$ cat src/rtl/shft_deser_if.sv
// rtl/shft_deser_if.sv - serial input and parallel handshake bundle for shft_deser
interface shft_deser_if #(
    parameter int WIDTH = 3
);
    logic             sin;
    logic             sin_en;
    logic             frame;
    logic [WIDTH-1:0] dout;
    logic             dout_valid;
    logic             dout_ready;
    logic             overrun;
    logic             parity_err;

    // master: the deserializer itself; slave: serial source plus word consumer
    modport master (
        input  sin, sin_en, frame, dout_ready,
        output dout, dout_valid, overrun, parity_err
    );

    modport slave (
        output sin, sin_en, frame, dout_ready,
        input  dout, dout_valid, overrun, parity_err
    );
endinterface

$ cat src/rtl/shft_deser.sv
// rtl/shft_deser.sv - MSB-first serial-in parallel-out receiver; optional even parity via SHFT_DESER_PARITY_EN
module shft_deser #(
    parameter int WIDTH = 3
) (
    input  logic          clk,
    input  logic          rst,
    shft_deser_if.master  bus
);
    localparam int CW = $clog2(WIDTH + 1);
    localparam logic [CW-1:0] LAST = CW'(WIDTH - 1);

    localparam logic [1:0] ST_IDLE  = 2'd0;
    localparam logic [1:0] ST_SHIFT = 2'd1;
`ifdef SHFT_DESER_PARITY_EN
    localparam logic [1:0] ST_PAR   = 2'd2;
`endif

    logic [1:0]       state, state_n;
    logic [CW-1:0]    count, count_n;
    logic [WIDTH-1:0] sr, sr_n;
    logic [WIDTH-1:0] shifted, first;
    logic [WIDTH-1:0] word;
    logic             word_par;
    logic             complete;
    logic             start;

    assign start = bus.sin_en & bus.frame;

    always_comb begin
        shifted    = sr << 1;
        shifted[0] = bus.sin;
        first      = '0;
        first[0]   = bus.sin;
    end

    always_comb begin
        state_n  = state;
        count_n  = count;
        sr_n     = sr;
        word     = sr;
        word_par = 1'b0;
        complete = 1'b0;
        if (start) begin
            // a frame strobe always restarts, discarding any partial word
            sr_n    = first;
            count_n = CW'(1);
`ifdef SHFT_DESER_PARITY_EN
            state_n = (WIDTH == 1) ? ST_PAR : ST_SHIFT;
`else
            if (WIDTH == 1) begin
                complete = 1'b1;
                word     = first;
                state_n  = ST_IDLE;
                count_n  = '0;
            end else begin
                state_n = ST_SHIFT;
            end
`endif
        end else if (bus.sin_en) begin
            case (state)
                ST_SHIFT: begin
                    sr_n    = shifted;
                    count_n = count + 1'b1;
                    if (count == LAST) begin
`ifdef SHFT_DESER_PARITY_EN
                        state_n = ST_PAR;
`else
                        complete = 1'b1;
                        word     = shifted;
                        state_n  = ST_IDLE;
                        count_n  = '0;
`endif
                    end
                end
`ifdef SHFT_DESER_PARITY_EN
                ST_PAR: begin
                    complete = 1'b1;
                    word     = sr;
                    word_par = (^sr) ^ bus.sin;
                    state_n  = ST_IDLE;
                    count_n  = '0;
                end
`endif
                default: state_n = ST_IDLE;
            endcase
        end
    end

    always_ff @(posedge clk or posedge rst) begin
        if (rst) begin
            state <= ST_IDLE;
            count <= '0;
            sr    <= '0;
        end else begin
            state <= state_n;
            count <= count_n;
            sr    <= sr_n;
        end
    end

    // the holding register reloads only when empty or being drained this edge
    always_ff @(posedge clk or posedge rst) begin
        if (rst) begin
            bus.dout       <= '0;
            bus.dout_valid <= 1'b0;
            bus.overrun    <= 1'b0;
            bus.parity_err <= 1'b0;
        end else begin
            bus.overrun <= 1'b0;
            if (complete) begin
                if (!bus.dout_valid || bus.dout_ready) begin
                    bus.dout       <= word;
                    bus.parity_err <= word_par;
                    bus.dout_valid <= 1'b1;
                end else begin
                    bus.overrun <= 1'b1;
                end
            end else if (bus.dout_valid && bus.dout_ready) begin
                bus.dout_valid <= 1'b0;
            end
        end
    end
endmodule

$ cat src/flat_wrapper.sv
// flat-port wrapper written by rule: the top's interface ports become plain ports
module shft_deser_flat 
#(
    parameter int WIDTH = 3
)
  (clk, rst, bus_sin, bus_sin_en, bus_frame, bus_dout_ready, bus_dout, bus_dout_valid, bus_overrun, bus_parity_err);
  shft_deser_if #(.WIDTH(WIDTH)) bus_i ();
  input  logic clk;
  input  logic rst;
  input wire logic [$bits(bus_i.sin)-1:0] bus_sin;
  input wire logic [$bits(bus_i.sin_en)-1:0] bus_sin_en;
  input wire logic [$bits(bus_i.frame)-1:0] bus_frame;
  input wire logic [$bits(bus_i.dout_ready)-1:0] bus_dout_ready;
  output wire logic [$bits(bus_i.dout)-1:0] bus_dout;
  output wire logic [$bits(bus_i.dout_valid)-1:0] bus_dout_valid;
  output wire logic [$bits(bus_i.overrun)-1:0] bus_overrun;
  output wire logic [$bits(bus_i.parity_err)-1:0] bus_parity_err;
  assign bus_i.sin = bus_sin;
  assign bus_i.sin_en = bus_sin_en;
  assign bus_i.frame = bus_frame;
  assign bus_i.dout_ready = bus_dout_ready;
  assign bus_dout = bus_i.dout;
  assign bus_dout_valid = bus_i.dout_valid;
  assign bus_overrun = bus_i.overrun;
  assign bus_parity_err = bus_i.parity_err;
  shft_deser #(.WIDTH(WIDTH)) u_core (.clk(clk), .rst(rst), .bus(bus_i));
endmodule
$ cat config.mk
export PLATFORM = sky130hd
export DESIGN_NAME = shft_deser_flat
export DESIGN_NICKNAME = d
export VERILOG_FILES = /design/src/rtl/shft_deser_if.sv /design/src/rtl/shft_deser.sv /design/src/flat_wrapper.sv
export SDC_FILE = /design/constraint.sdc
export NUM_CORES = 1
export LEC_CHECK = 0
export ABC_AREA = 1
export CAP_MARGIN = 20
export CORE_AREA = 5 5 42 44
export CTS_CLUSTER_DIAMETER = 120
export DETAILED_ROUTE_END_ITERATION = 12
export DIE_AREA = 0 0 47 49
export PLACE_DENSITY = 0.64
export SYNTH_ARGS = -nofsm -noshare
export SYNTH_HDL_FRONTEND = slang
export SYNTH_SLANG_ARGS = --single-unit
$ cat constraint.sdc
create_clock -name clk -period 1.4 [get_ports clk]
set_input_delay 0.35 -clock clk [delete_from_list [all_inputs] [get_ports clk]]
set_output_delay 0.35 -clock clk [all_outputs]
set_load 0.02 [all_outputs]
==> flow_metrics.env, run 1 <==
export IMPL_fmax_mhz=768.9
export IMPL_vias_per_cell=4.442
export IMPL_finalCritPeriodShare_pct=92.89
export IMPL_yosys_area_top_type="dfrtp_1"
export IMPL_grt_ovfl_total=0
export IMPL_path_class="register to output pin"
export IMPL_dp_hpwl_um=610.9
export IMPL_die_w_um=47
export IMPL_yosysWarningCount=0
export IMPL_multiInputGateArea_um2=170.2
export IMPL_synth_area_um2=439.2
export IMPL_irDropWorstVdd_mv=0.6453
export IMPL_p_leak_nw=0.3005
export IMPL_power_density_mw_per_mm2=1274
export IMPL_rrSetupSlack_ns=0.43
export IMPL_grt_antenna_before_repair=0
export IMPL_ff2ff_path_depth=3
export IMPL_placed_cells=74
export IMPL_wl_um=749
export IMPL_synthToLayoutAreaGrowth_pct=32.76
export IMPL_wire_per_inst_um=9.727
export IMPL_rsz0062_at_grt="false"
export IMPL_grt_max_degree=11
export IMPL_nFillCells=155
export IMPL_hp_class="input pin to asynchronous set/reset pin"
export IMPL_netlist_top_cells_area="dfrtp_1 57%, nand2_1 14%, nor2_4 5.1%, nand4_1 4.3%, nand3_1 3.4%"
export IMPL_dieArea_mm2=0.002303
export IMPL_n_antenna_cell=0
export IMPL_htree_levels=1
export IMPL_path_max_fanout=2
export IMPL_hold_ws_ns=0.3634
export IMPL_drc_errors=0
export IMPL_num_vias=342
export IMPL_cts_path_max_buffers=2
export IMPL_syn_area_per_cell_um2=9.344
export IMPL_finalHoldViolCount=0
export IMPL_coreArea_mm2=0.001401
export IMPL_synthCells=47
export IMPL_clock_sinks=10
export IMPL_status="complete, no violations"
export IMPL_finClkSkew_ns=0.002637
export IMPL_finalPower_w=0.0007428
export IMPL_crit_arrival_ns=0.95
export IMPL_setup_viol=0
export IMPL_slowest_stage="dfrtp_1"
export IMPL_synth_seq_cells=10
export IMPL_finalWeightedCongestion=0.7863
export IMPL_syn_nets=53
export IMPL_grt_pass1_wl_mm=1.283
export IMPL_reg2reg_to="u_core.state[0]"
export IMPL_required_ns=1.05
export IMPL_clk_latency_ns=0.26
export IMPL_yosys_cell_types_count=15
export IMPL_cts_root_buf="clkbuf_4"
export IMPL_critPathTopFamily="flip-flops"
export IMPL_num_rows=14
export IMPL_synth_seq_area_share_pct=56.98
export IMPL_cp_end_kind="output pin"
export IMPL_max_cap_viol_count=0
export IMPL_crit_path_cell_trace="dlygate4sd2_1"
export IMPL_r2r_start="u_core.count[0]"
export IMPL_nets=69
export IMPL_synth_top_area_share_pct=56.98
export IMPL_drt_initial_drc_count=10
export IMPL_start_util_pct=31.34
export IMPL_final_cells=77
export IMPL_portBuffers=10
export IMPL_ctsHoldBuffers=0
export IMPL_ant_nets=0
export IMPL_period_needed_ns=1.300
export IMPL_first_pass_iters=2
export IMPL_start_kind="register"
export IMPL_final_layout_size_suffix_gt1_share_pct=18.03
export IMPL_grt_busiest_layer="met2"
export IMPL_post_cts_buffers=0
export IMPL_met1_usage_pct=9.050
export IMPL_ctsResizeCount=5
export IMPL_use_met3_pct=6.642
export IMPL_die_h_um=49
export IMPL_cts_clk_slew_worst_paths_ns=0.06
export IMPL_critical_path_buf_inv_count=1
export IMPL_tns_ns=0
export IMPL_grt_util_all_layers_pct=7.818
export IMPL_cts_tree="yes"
export IMPL_drv_slew=0
export IMPL_io_pin_count=12
export IMPL_grt_pass1_vias=318
export IMPL_seqCellArea_um2=250.2
export IMPL_numCtsBuffers=3
export IMPL_worst_path_largest_cell_delay_ns=0.38
export IMPL_met2_usage_pct=11.09
[where the power goes]
group | internal, W | switching [W]
Sequential | 0.000340 | 0.0000299
Combinational | 0.0000797 | 0.000110
Clock | 0.0000985 | 0.0000843
Total | 0.000519 | 0.000224
[cells by family (layout without fill, tap and decap cells)]
group	Yosys count	count (layout)	share of synthesized area, %
simple gates	29	29	33.34
flops	10	10	56.98
compound gates	3	3	4.556
buf+inv	4	18	4.274
other cells	1	1	0.8539
[Yosys cell counts]
cell type	number
nand2_2	1
nand3_2	1
nor2_1	2
nand3_1	3
nor2_4	2
or2_2	1
buf_4	1
dfrtp_1	10
a21bo_2	1
o21ai_0	1
nand4_1	3
conb_1	1
nand2_1	16
inv_1	3
a21oi_1	1
[layout by cell type (no fill, tap or decap)]
master,n
nand2_1,16
dfrtp_1,10
clkdlybuf4s50_1,5
dlygate4sd2_1,5
inv_1,3
nand4_1,3
nand3_1,3
clkbuf_4,3
nor2_4,2
nor2_1,2
buf_4,2
a21bo_2,1
nand2_2,1
nand3_2,1
o21ai_0,1
or2_2,1
a21oi_1,1
conb_1,1
[registers in the layout, indices dropped and copies added, names as in the netlist]
name / cells
u_core.bus.dout: 3
u_core.count: 2
u_core.sr: 2
u_core.bus.dout_valid: 1
u_core.bus.overrun: 1
u_core.state: 1
[metal layers]
metal,vias up,part of all wire [%]
li1,179,-
met1,151,46
met2,12,42
met3,0,12
met4,0,0
met5,-,0
[layout make-up]
| class | count | share of cell area [%] |
|---|---|---|
| flip-flops and latches | 10 | 42.92 |
| multi-input cells | 33 | 29.18 |
| repair buffers | 12 | 18.67 |
| clock buffers | 3 | 3.863 |
| well taps | 16 | 3.433 |
| inverters | 3 | 1.931 |
[how the worst max path moves through the flow]
| stage | endpoint | slack (ns) | cells after the start | startpoint |
|---|---|---|---|---|
| 4_1_cts | bus_dout[2] | 0.08 | 1 | u_core.bus.dout[2] |
| 5_1_grt | bus_dout[2] | 0.04 | 1 | u_core.bus.dout[2] |
| 3_3_place_gp | u_core.bus.dout[2] | -0.05 | 6 | bus_sin_en |
| 3_5_place_dp | u_core.bus.dout[1] | -0.05 | 6 | bus_sin_en |
| 2_1_floorplan | u_core.bus.dout[0] | 0.47 | 4 | u_core.bus.dout_valid |
| 6_report | bus_dout[2] | 0.1 | 1 | u_core.bus.dout[2] |
[metrics by stage]
step                area [um2]  utilization, %  worst slack [ns]
CTS                      583.1           41.61           0.08381
detailed placement       566.8           40.45          -0.04887
finish                   583.1           41.61           0.09951
floorplan                439.2               -            0.4663
global placement         566.8           40.45          -0.05279
global route             583.1           41.61           0.04419
(Power assumes the default switching activity.)
==> run 2: changes to the inputs <==
--- a/config.mk
+++ b/config.mk
@@ -9,9 +9,10 @@
 export CAP_MARGIN = 20
 export CORE_AREA = 5 5 42 44
 export CTS_CLUSTER_DIAMETER = 120
+export CTS_CLUSTER_SIZE = 24
 export DETAILED_ROUTE_END_ITERATION = 12
 export DIE_AREA = 0 0 47 49
-export PLACE_DENSITY = 0.64
+export PLACE_DENSITY = 0.67
 export SYNTH_ARGS = -nofsm -noshare
 export SYNTH_HDL_FRONTEND = slang
 export SYNTH_SLANG_ARGS = --single-unit
==> constraint.sdc (replaced) <==
create_clock -name clk -period 1.11 [get_ports clk]
set_input_delay 0.2775 -clock clk [delete_from_list [all_inputs] [get_ports clk]]
set_output_delay 0.2775 -clock clk [all_outputs]
set_load 0.02 [all_outputs]
==> run 2 against run 1 <==
  * Die area unchanged
  * Count of clock-buffer cells in the layout up 1
  * Largest power group unchanged
  * Register-to-register slack worse by 0.31 ns
  * Clock power up 79%
==> flow_metrics.env, run 2 (synthesis gave the netlist of run 1 again) <==
export IMPL_htree_levels=1
export IMPL_grt_busiest_layer="met2"
export IMPL_p_leak_nw=0.3344
export IMPL_die_h_um=49
export IMPL_placed_cells=77
export IMPL_drc_errors=0
export IMPL_max_cap_viol_count=0
export IMPL_path_class="register to output pin"
export IMPL_slowest_stage="dfrtp_1"
export IMPL_critical_path_buf_inv_count=1
export IMPL_finalPower_w=0.001146
export IMPL_grt_util_all_layers_pct=9.375
export IMPL_clk_latency_ns=0.27
export IMPL_hp_class="input pin to asynchronous set/reset pin"
export IMPL_use_met3_pct=6.642
export IMPL_grt_pass1_vias=372
export IMPL_fmax_mhz=924.7
export IMPL_synthToLayoutAreaGrowth_pct=48.15
export IMPL_setup_ws_ns=0.02853
export IMPL_first_pass_iters=2
export IMPL_finalCritPeriodShare_pct=97.43
export IMPL_crit_arrival_ns=0.80
export IMPL_setup_viol=0
export IMPL_grt_pass1_wl_mm=1.524
export IMPL_grt_ovfl_total=0
export IMPL_tns_ns=0
export IMPL_num_vias=378
export IMPL_final_cell_mix="15 x nand2_1, 10 x dfrtp_1, 9 x buf_4"
export IMPL_required_ns=0.83
export IMPL_power_density_mw_per_mm2=1761
export IMPL_portBuffers=10
export IMPL_cts_path_max_buffers=2
export IMPL_wire_per_inst_um=9.847
export IMPL_final_cells=85
export IMPL_clock_sinks=10
export IMPL_rsz0062_at_grt="true"
export IMPL_status="complete, no violations"
export IMPL_coreArea_mm2=0.001401
export IMPL_cp_end_kind="output pin"
export IMPL_dp_slack_ns=-0.2939
export IMPL_start_util_pct=31.34
export IMPL_period_needed_ns=1.081
export IMPL_drt_initial_drc_count=10
export IMPL_critPathTopFamily="flip-flops"
export IMPL_io_pin_count=12
export IMPL_drv_slew=0
export IMPL_finalWeightedCongestion=0.7524
export IMPL_dp_hpwl_um=634.8
export IMPL_start_kind="register"
export IMPL_num_rows=14
export IMPL_die_w_um=47
export IMPL_n_antenna_cell=0
export IMPL_top_regs="u_core.bus.dout: 3 flops, u_core.count: 2 flops, u_core.sr: 2 flops"
export IMPL_grt_antenna_before_repair=0
export IMPL_crit_path_cell_trace="buf_2"
export IMPL_vias_per_cell=4.447
export IMPL_dieArea_mm2=0.002303
export IMPL_finalHoldViolCount=0
export IMPL_cts_tree="yes"
export IMPL_finClkSkew_ns=0.006353
export IMPL_met1_usage_pct=11.51
export IMPL_cts_root_buf="clkbuf_4"
export IMPL_largest_reg_flops=3
export IMPL_numCtsBuffers=3
export IMPL_cts_clk_slew_worst_paths_ns=0.07
export IMPL_met2_usage_pct=12.22
export IMPL_irDropWorstVdd_mv=0.8005
export IMPL_worst_path_largest_cell_delay_ns=0.38
export IMPL_ant_nets=0
export IMPL_largest_register="u_core.bus.dout"
export IMPL_grt_max_degree=11
export IMPL_nets=76
export IMPL_final_common_cell="nand2_1"
export IMPL_wl_um=837
export IMPL_path_max_fanout=2
export IMPL_final_layout_size_suffix_gt1_share_pct=36.23
run 2: repair_timing:
item,in CTS,in global routing
setup endpoints to repair,6,5
gates resized for setup,21,7
hold buffers,0,0
hold endpoints to repair,0,0
pin swaps,2,0
cloned,0,0
buffers inserted,1,3
run 2: final timing paths:
kind / from / to / slack (ns) / cells past startpoint
min reg2reg: u_core.sr[0] / u_core.sr[1] / 0.50 / 2
max reg2reg: u_core.count[0] / u_core.state[0] / 0.12 / 3
min in group clk: bus_sin_en / u_core.state[0] / 0.48 / 3
max: u_core.bus.dout[0] / bus_dout[0] / 0.03 / 1
max in group asynchronous: rst / u_core.sr[0] / 0.56 / 2
min: rst / u_core.bus.overrun / 0.28 / 2
run 2: final cells by class:
| class | instances | area [um2] |
|---|---|---|
| inverter | 3 | 11.26 |
| fill | 159 | 750.7 |
| clock buffer | 4 | 36.28 |
| timing repair buffer | 19 | 160.2 |
| tap | 16 | 20.02 |
| sequential | 10 | 250.2 |
| multi-input combinational | 33 | 172.7 |
run 2: per-layer routing:
layer	part of all wire, %	vias to the layer above
met1	42	170
met5	0	-
met3	11	2
met4	0.72	0
met2	47	13
li1	-	193
run 2: metrics by stage:
stage	hold WS [ns]	util, %	instance area, um2
finish	0.2788	46.43	650.6
global route	0.3046	46.43	650.6
CTS	0.2952	43.30	606.8
detailed placement	0.4704	42.05	589.3
global placement	0.4698	42.05	589.3
floorplan	0.1177	-	439.2
run 2: report_power, final:
| group | internal (W) | switching (W) | leakage, nW |
|---|---|---|---|
| clock | 0.000199 | 0.000128 | 0.0210 |
| sequential | 0.000429 | 0.0000441 | 0.126 |
| combinational | 0.000186 | 0.000159 | 0.187 |
